File: src/rtl/mdu_pkg.sv
// mdu_pkg: shared state encoding and sizing for the iterative divider.
package mdu_pkg;
  typedef enum logic [1:0] {IDLE, RUN, DZERO, DONE} state_t;
  localparam int DIV_ITER = 32;
  localparam int CNT_W = $clog2(DIV_ITER);
endpackage

File: src/rtl/div_step.sv
// div_step: one radix-2 restoring iteration on the {rem,quo} shift register.
module div_step #(
  parameter int WIDTH = 32
) (
  input  logic [2*WIDTH-1:0] rq,
  input  logic [WIDTH-1:0]   d,
  output logic [2*WIDTH-1:0] rq_n
);
  logic [WIDTH:0] diff;
  // the shifted remainder needs WIDTH+1 bits when the divisor has its MSB set
  always_comb begin
    diff = rq[2*WIDTH-1:WIDTH-1] - {1'b0, d};
    rq_n = diff[WIDTH] ? {rq[2*WIDTH-2:0], 1'b0} : {diff[WIDTH-1:0], rq[WIDTH-2:0], 1'b1};
  end
endmodule

File: src/rtl/mdu_div_seq.sv
// mdu_div_seq: sequential DIV/DIVU for HI/LO; DIV_ZERO_FAST_EN enables a two-cycle divide-by-zero path.
module mdu_div_seq
  import mdu_pkg::*;
#(
  parameter int WIDTH = DIV_ITER
) (
  input  logic             clk,
  input  logic             rst,
  input  logic             start,
  input  logic             signed_div,
  input  logic             annul,
  input  logic [WIDTH-1:0] a,
  input  logic [WIDTH-1:0] b,
  output logic             stall,
  output logic             ready,
  output logic [WIDTH-1:0] quotient,
  output logic [WIDTH-1:0] remainder
);
  localparam int CW = $clog2(WIDTH);
  state_t state_q, state_d;
  logic [CW-1:0] cnt_q, cnt_d;
  logic [2*WIDTH-1:0] rq_q, rq_d, rq_step;
  logic [WIDTH-1:0] div_q, div_d, quotient_q, quotient_d, remainder_q, remainder_d;
  logic qneg_q, qneg_d, rneg_q, rneg_d, ready_q, ready_d;
  logic [WIDTH-1:0] mag_a, mag_b;
  assign mag_a = (signed_div & a[WIDTH-1]) ? -a : a;
  assign mag_b = (signed_div & b[WIDTH-1]) ? -b : b;
  div_step #(.WIDTH(WIDTH)) u_step (.rq(rq_q), .d(div_q), .rq_n(rq_step));
  always_comb begin
    state_d = state_q;
    cnt_d = cnt_q;
    rq_d = rq_q;
    div_d = div_q;
    qneg_d = qneg_q;
    rneg_d = rneg_q;
    quotient_d = quotient_q;
    remainder_d = remainder_q;
    ready_d = 1'b0;
    if (annul) begin
      state_d = IDLE;
    end else begin
      case (state_q)
        IDLE: if (start) begin
          div_d = mag_b;
          qneg_d = signed_div & (a[WIDTH-1] ^ b[WIDTH-1]);
          rneg_d = signed_div & a[WIDTH-1];
          cnt_d = '0;
`ifdef DIV_ZERO_FAST_EN
          state_d = (b == '0) ? DZERO : RUN;
          rq_d = {{WIDTH{1'b0}}, (b == '0) ? a : mag_a};
`else
          state_d = RUN;
          rq_d = {{WIDTH{1'b0}}, mag_a};
`endif
        end
        RUN: begin
          rq_d = rq_step;
          cnt_d = cnt_q + 1'b1;
          if (cnt_q == CW'(WIDTH - 1)) begin
            state_d = DONE;
            ready_d = 1'b1;
            quotient_d = qneg_q ? -rq_step[WIDTH-1:0] : rq_step[WIDTH-1:0];
            remainder_d = rneg_q ? -rq_step[2*WIDTH-1:WIDTH] : rq_step[2*WIDTH-1:WIDTH];
          end
        end
        DZERO: begin
          state_d = DONE;
          ready_d = 1'b1;
          quotient_d = '1;
          remainder_d = rq_q[WIDTH-1:0];
        end
        default: state_d = IDLE;
      endcase
    end
  end
  always_ff @(posedge clk) begin
    if (rst) begin
      state_q <= IDLE;
      cnt_q <= '0;
      rq_q <= '0;
      div_q <= '0;
      qneg_q <= 1'b0;
      rneg_q <= 1'b0;
      quotient_q <= '0;
      remainder_q <= '0;
      ready_q <= 1'b0;
    end else begin
      state_q <= state_d;
      cnt_q <= cnt_d;
      rq_q <= rq_d;
      div_q <= div_d;
      qneg_q <= qneg_d;
      rneg_q <= rneg_d;
      quotient_q <= quotient_d;
      remainder_q <= remainder_d;
      ready_q <= ready_d;
    end
  end
  assign stall = (state_q == IDLE && start && !annul) || state_q == RUN || state_q == DZERO;
  assign ready = ready_q;
  assign quotient = quotient_q;
  assign remainder = remainder_q;
endmodule

File: config.mk
export PLATFORM = sky130hd
export DESIGN_NAME = mdu_div_seq
export DESIGN_NICKNAME = d
export VERILOG_FILES = /design/src/rtl/mdu_pkg.sv /design/src/rtl/div_step.sv /design/src/rtl/mdu_div_seq.sv
export SDC_FILE = /design/constraint.sdc
export NUM_CORES = 1
export LEC_CHECK = 0
export ABC_AREA = 1
export BUFFER_PORTS_ARGS = -buffer_cell sky130_fd_sc_hd__buf_4
export CAP_MARGIN = 20
export CORE_MARGIN = 1
export CORE_UTILIZATION = 65
export CTS_BUF_LIST = sky130_fd_sc_hd__clkbuf_8
export DETAILED_ROUTE_END_ITERATION = 16
export PLACE_DENSITY = 0.95
export SYNTH_ARGS = -nofsm -noshare
export SYNTH_HDL_FRONTEND = slang
export SYNTH_SLANG_ARGS = --single-unit
File: constraint.sdc
create_clock -name clk -period 7.19 [get_ports clk]
set_input_delay 0.719 -clock clk [delete_from_list [all_inputs] [get_ports clk]]
set_output_delay 0.719 -clock clk [all_outputs]
set_load 0.05 [all_outputs]
==> metrics.txt <==
# TYPE chip_impl_metric gauge
chip_impl_metric{name="cts_sinks",unit=""} 170
chip_impl_metric{name="clock_latency",unit="ns"} 0.49
chip_impl_metric{name="tns_setup",unit="ns"} 0
chip_impl_metric{name="post-route-min-period",unit="ns"} 4.71
chip_impl_metric{name="syn2layout_area_growth",unit="%"} 11.6
chip_impl_metric{name="synth.yosys.seq_area_share",unit="%"} 26.6
chip_impl_metric{name="yosys_register_bits",unit=""} 170
chip_impl_metric{name="timing.reg2reg.setup_slack",unit="ns"} 2.48
chip_impl_metric{name="fp.dieArea",unit="um^2"} 20300
chip_impl_info{name="holdCritPathClass",value="flop to flop"} 1
chip_impl_metric{name="hold_path_depth",unit=""} 2
chip_impl_info{name="path_common_cell",value="sky130_fd_sc_hd__nand2_1"} 1
chip_impl_metric{name="gp_congestion",unit=""} 0.992
chip_impl_info{name="run_status",value="finished clean"} 1
chip_impl_metric{name="cts.reportedPaths.clkPinSlew",unit="ns"} 0.12
chip_impl_metric{name="cp_data_required_time",unit="ns"} 7.57
chip_impl_metric{name="final.fill_count",unit=""} 1678
chip_impl_metric{name="site_row_count",unit=""} 50
chip_impl_metric{name="worstMarginPinSlew",unit="ns"} 1.08
chip_impl_metric{name="first_pass_iters",unit=""} 7
chip_impl_info{name="timing_worst_setup_path_type",value="flop to flop"} 1
chip_impl_metric{name="rr_worst_depth",unit=""} 28
chip_impl_metric{name="post_cts.resized_instances",unit=""} 0
chip_impl_metric{name="detail_route.drc_violations",unit=""} 0
chip_impl_metric{name="vdd_drop_max",unit="uV"} 124
chip_impl_info{name="capturing_point_of_the_worst_reg2reg_path",value="quotient[28]"} 1
chip_impl_metric{name="post_synth_instance_area",unit="um^2"} 12800
chip_impl_info{name="unrepaired_setup_endpoints_after_global_routing",value="false"} 1
chip_impl_info{name="cp-end-kind",value="flop"} 1
chip_impl_metric{name="routed_wirelength",unit="um"} 42700
chip_impl_metric{name="finalHoldViolCount",unit=""} 0
chip_impl_metric{name="worst_path_largest_cell_delay",unit="ns"} 0.41
chip_impl_metric{name="post_cts_setup_repair_bufs",unit=""} 0
chip_impl_metric{name="timing.critical_path.buf_inv",unit=""} 4
chip_impl_metric{name="n_antenna_cell",unit=""} 0
chip_impl_metric{name="die_y",unit="um"} 142
chip_impl_metric{name="critical_path_cell_count",unit=""} 28
chip_impl_metric{name="sequential_cell_area",unit="um^2"} 3400
chip_impl_metric{name="pre_cts_slack",unit="ns"} 2.66
chip_impl_metric{name="max_cap_violations",unit=""} 0
chip_impl_metric{name="drt-initial-drc-count",unit=""} 1795
chip_impl_metric{name="cts-htree-levels",unit=""} 4
chip_impl_metric{name="die_w",unit="um"} 142
chip_impl_metric{name="yosys_warnings",unit=""} 0
chip_impl_metric{name="ios",unit=""} 135
chip_impl_metric{name="finalClockSkew",unit="ns"} 0.0195
chip_impl_info{name="synth.top_cells.by_area",value="sky130_fd_sc_hd__dfxtp_1, sky130_fd_sc_hd__nand2_1, sky130_fd_sc_hd__inv_1"} 1
chip_impl_metric{name="worstPathArrival",unit="ns"} 5.09
chip_impl_metric{name="hold_slack",unit="ns"} 0.477
chip_impl_metric{name="grt_pass1_wl",unit="um"} 67100
chip_impl_metric{name="post_drt_wl_per_cell",unit="um"} 17.2
chip_impl_metric{name="via_count_of_the_first_global_routing_pass",unit=""} 13100
chip_impl_metric{name="gr-usage-all-layers",unit="%"} 42.7
chip_impl_info{name="cts_tree",value="yes"} 1
chip_impl_info{name="critPathSlowestCell",value="sky130_fd_sc_hd__fa_1"} 1
chip_impl_metric{name="cts_max_path_buffers",unit=""} 2
chip_impl_metric{name="finalCritPeriodShare",unit="%"} 65.5
chip_impl_metric{name="cts_hold_buffers",unit=""} 0
chip_impl_metric{name="synth_top_cell_area_share",unit="%"} 26.6
chip_impl_info{name="worst_path_dominant_cell_family",value="simple AND/OR/NAND/NOR gates"} 1
chip_impl_metric{name="final_net_count",unit=""} 2316
chip_impl_metric{name="detailedPlacementHpwl",unit="um"} 32800
chip_impl_metric{name="grt_max_degree",unit=""} 99
chip_impl_metric{name="start_util",unit="%"} 67.4
chip_impl_metric{name="post_route_cells_drive_above_1_share",unit="%"} 11.3
chip_impl_metric{name="grt_overflow",unit=""} 0
chip_impl_metric{name="postSynthNetCount",unit=""} 2237
chip_impl_info{name="commonest_cells_after_routing_fill_and_taps_aside",value="sky130_fd_sc_hd__nand2_1, sky130_fd_sc_hd__inv_1, sky130_fd_sc_hd__a21oi_1, sky130_fd_sc_hd__dfxtp_1, sky130_fd_sc_hd__o21ai_0"} 1
chip_impl_metric{name="timing_max_transition_violations_final",unit=""} 0
chip_impl_metric{name="place.port_buffers",unit=""} 134
chip_impl_metric{name="fraction_of_registers_with_async_set_or_reset_after_synthesis",unit="%"} 0
chip_impl_metric{name="multi_input_area",unit="um^2"} 7890
chip_impl_metric{name="cts_inserted_buffers",unit=""} 17
chip_impl_info{name="reg2reg_from",value="rq_q[31]"} 1
chip_impl_metric{name="synth_edf_count",unit=""} 0
chip_impl_metric{name="grt_antenna_before_repair",unit=""} 2
chip_impl_info{name="type_of_origin_of_the_critical_path",value="flop"} 1
chip_impl_metric{name="setup_ws",unit="ns"} 2.48
chip_impl_metric{name="design_power_total",unit="uW"} 2510
chip_impl_metric{name="cellLeakagePower",unit="uW"} 0.00739
chip_impl_info{name="layout_commonest_cell",value="sky130_fd_sc_hd__nand2_1"} 1
chip_impl_metric{name="cellPowerDensity",unit="nW/um^2"} 176
chip_impl_info{name="clockRootBuffer",value="sky130_fd_sc_hd__clkbuf_8"} 1
chip_impl_metric{name="worst-path-max-fanout",unit=""} 36
chip_impl_info{name="hold_path_end",value="remainder[2]"} 1
chip_impl_metric{name="setup_viol",unit=""} 0
chip_impl_metric{name="post_synth_inst_count",unit=""} 2125
chip_impl_metric{name="post_drt_via_cell_ratio",unit=""} 5.88
chip_impl_info{name="synth_flop_cell",value="sky130_fd_sc_hd__dfxtp_1"} 1
chip_impl_metric{name="post_synth_num_cell_types",unit=""} 49
chip_impl_metric{name="ant_nets",unit=""} 0
chip_impl_info{name="hp-start",value="remainder[2]"} 1
chip_impl_metric{name="post_syn_area_per_cell",unit="um^2"} 6.03
chip_impl_info{name="synth_area_leader_cell",value="sky130_fd_sc_hd__dfxtp_1"} 1
chip_impl_metric{name="post-route-cell-area",unit="um^2"} 14300
chip_impl_metric{name="placeableCoreArea",unit="um^2"} 19000
chip_impl_metric{name="max_freq",unit="MHz"} 212
chip_impl_metric{name="routed-via-count",unit=""} 14600
chip_impl_metric{name="dpl_cell_area",unit="um^2"} 13900
chip_impl_metric{name="slew-limit-headroom",unit="%"} 27.7
registers in the layout, indices dropped and copies added, names as in the netlist:
register and count:
quotient 32, state_q 2, rneg_q 1, cnt_q 5
qneg_q 1, ready 1, div_q 32, rq_q 64
remainder 32
cells in the mapped netlist, types with 4 or more instances:
| cell | instances |
|---|---|
| sky130_fd_sc_hd__nand2_1 | 604 |
| sky130_fd_sc_hd__inv_1 | 307 |
| sky130_fd_sc_hd__a21oi_1 | 215 |
| sky130_fd_sc_hd__dfxtp_1 | 170 |
| sky130_fd_sc_hd__o21ai_0 | 155 |
| sky130_fd_sc_hd__nor2_1 | 153 |
| sky130_fd_sc_hd__nand3_1 | 113 |
| sky130_fd_sc_hd__clkbuf_1 | 68 |
| sky130_fd_sc_hd__xor2_1 | 54 |
| sky130_fd_sc_hd__ha_1 | 42 |
| sky130_fd_sc_hd__nor3_1 | 28 |
| sky130_fd_sc_hd__nand2_2 | 26 |
| sky130_fd_sc_hd__o221ai_1 | 23 |
| sky130_fd_sc_hd__xnor2_1 | 22 |
| sky130_fd_sc_hd__nand4_1 | 18 |
| sky130_fd_sc_hd__a31oi_1 | 14 |
| sky130_fd_sc_hd__nor4_1 | 12 |
| sky130_fd_sc_hd__nor2_2 | 10 |
| sky130_fd_sc_hd__o211ai_1 | 10 |
| sky130_fd_sc_hd__buf_1 | 9 |
| sky130_fd_sc_hd__or2_2 | 8 |
| sky130_fd_sc_hd__o21bai_1 | 5 |
| sky130_fd_sc_hd__o31ai_1 | 5 |
| sky130_fd_sc_hd__and2_1 | 4 |
| sky130_fd_sc_hd__nand3b_1 | 4 |
| sky130_fd_sc_hd__o21ai_2 | 4 |
| sky130_fd_sc_hd__o221a_2 | 4 |
stage by stage:
| step | utilization (%) | std cells |
|---|---|---|
| 2_1_floorplan | - | 2125 |
| 6_report | 75.2 | 2477 |
| 3_3_place_gp | 73.0 | 2445 |
| 4_1_cts | 75.2 | 2477 |
| 3_5_place_dp | 73.0 | 2445 |
| 5_1_grt | 75.2 | 2477 |
area by class of cell:
cell class	instances	share of cell area (%)
repair buffers	147	7.72
multi-input cells	1557	55.2
well taps	260	2.28
clock buffers	17	1.64
flip-flops and latches	170	23.8
inverters	311	8.16
clock inverters	15	1.22
logic make-up after synthesis:
logic type | Yosys count | share of synthesized area, %
AND/OR/NAND/NOR | 988 | 32.3
XOR/XNOR | 76 | 5.19
flip-flops | 170 | 26.6
AO/OA/AOI/OAI | 450 | 19.6
buffers and inverters | 398 | 12.0
adder cells (fa/ha/maj) | 43 | 4.26
layer usage:
layer / up-vias / part of all wire [%] / track usage (%)
li1: 7003 / - / -
met1: 6567 / 43 / 58.4
met2: 858 / 42 / 63.8
met3: 139 / 12 / 11.0
met4: 4 / 3.6 / 16.7
met5: - / 0.063 / 0
where the power goes:
part | leakage, uW | internal, uW | switching, uW
Combinational | 0.00580 | 236 | 523
Clock | 0.000209 | 294 | 432
Sequential | 0.00138 | 985 | 41.1
worst max-delay path by stage:
stage / from / to / slack, ns
finish: rq_q[31] / quotient[28] / 2.48
CTS: rq_q[31] / quotient[28] / 2.56
global placement: rq_q[31] / quotient[28] / 2.82
global route: rq_q[31] / quotient[28] / 2.00
floorplan: rq_q[31] / quotient[28] / 3.29
detailed placement: rq_q[31] / quotient[28] / 2.66
worst min-delay path, stage by stage (launching register included):
cell	delay, ns
sky130_fd_sc_hd__dfxtp_1	0.33
sky130_fd_sc_hd__nand2_1	0.06
sky130_fd_sc_hd__a21oi_1	0.05
Power figures use the tool's default switching activity.
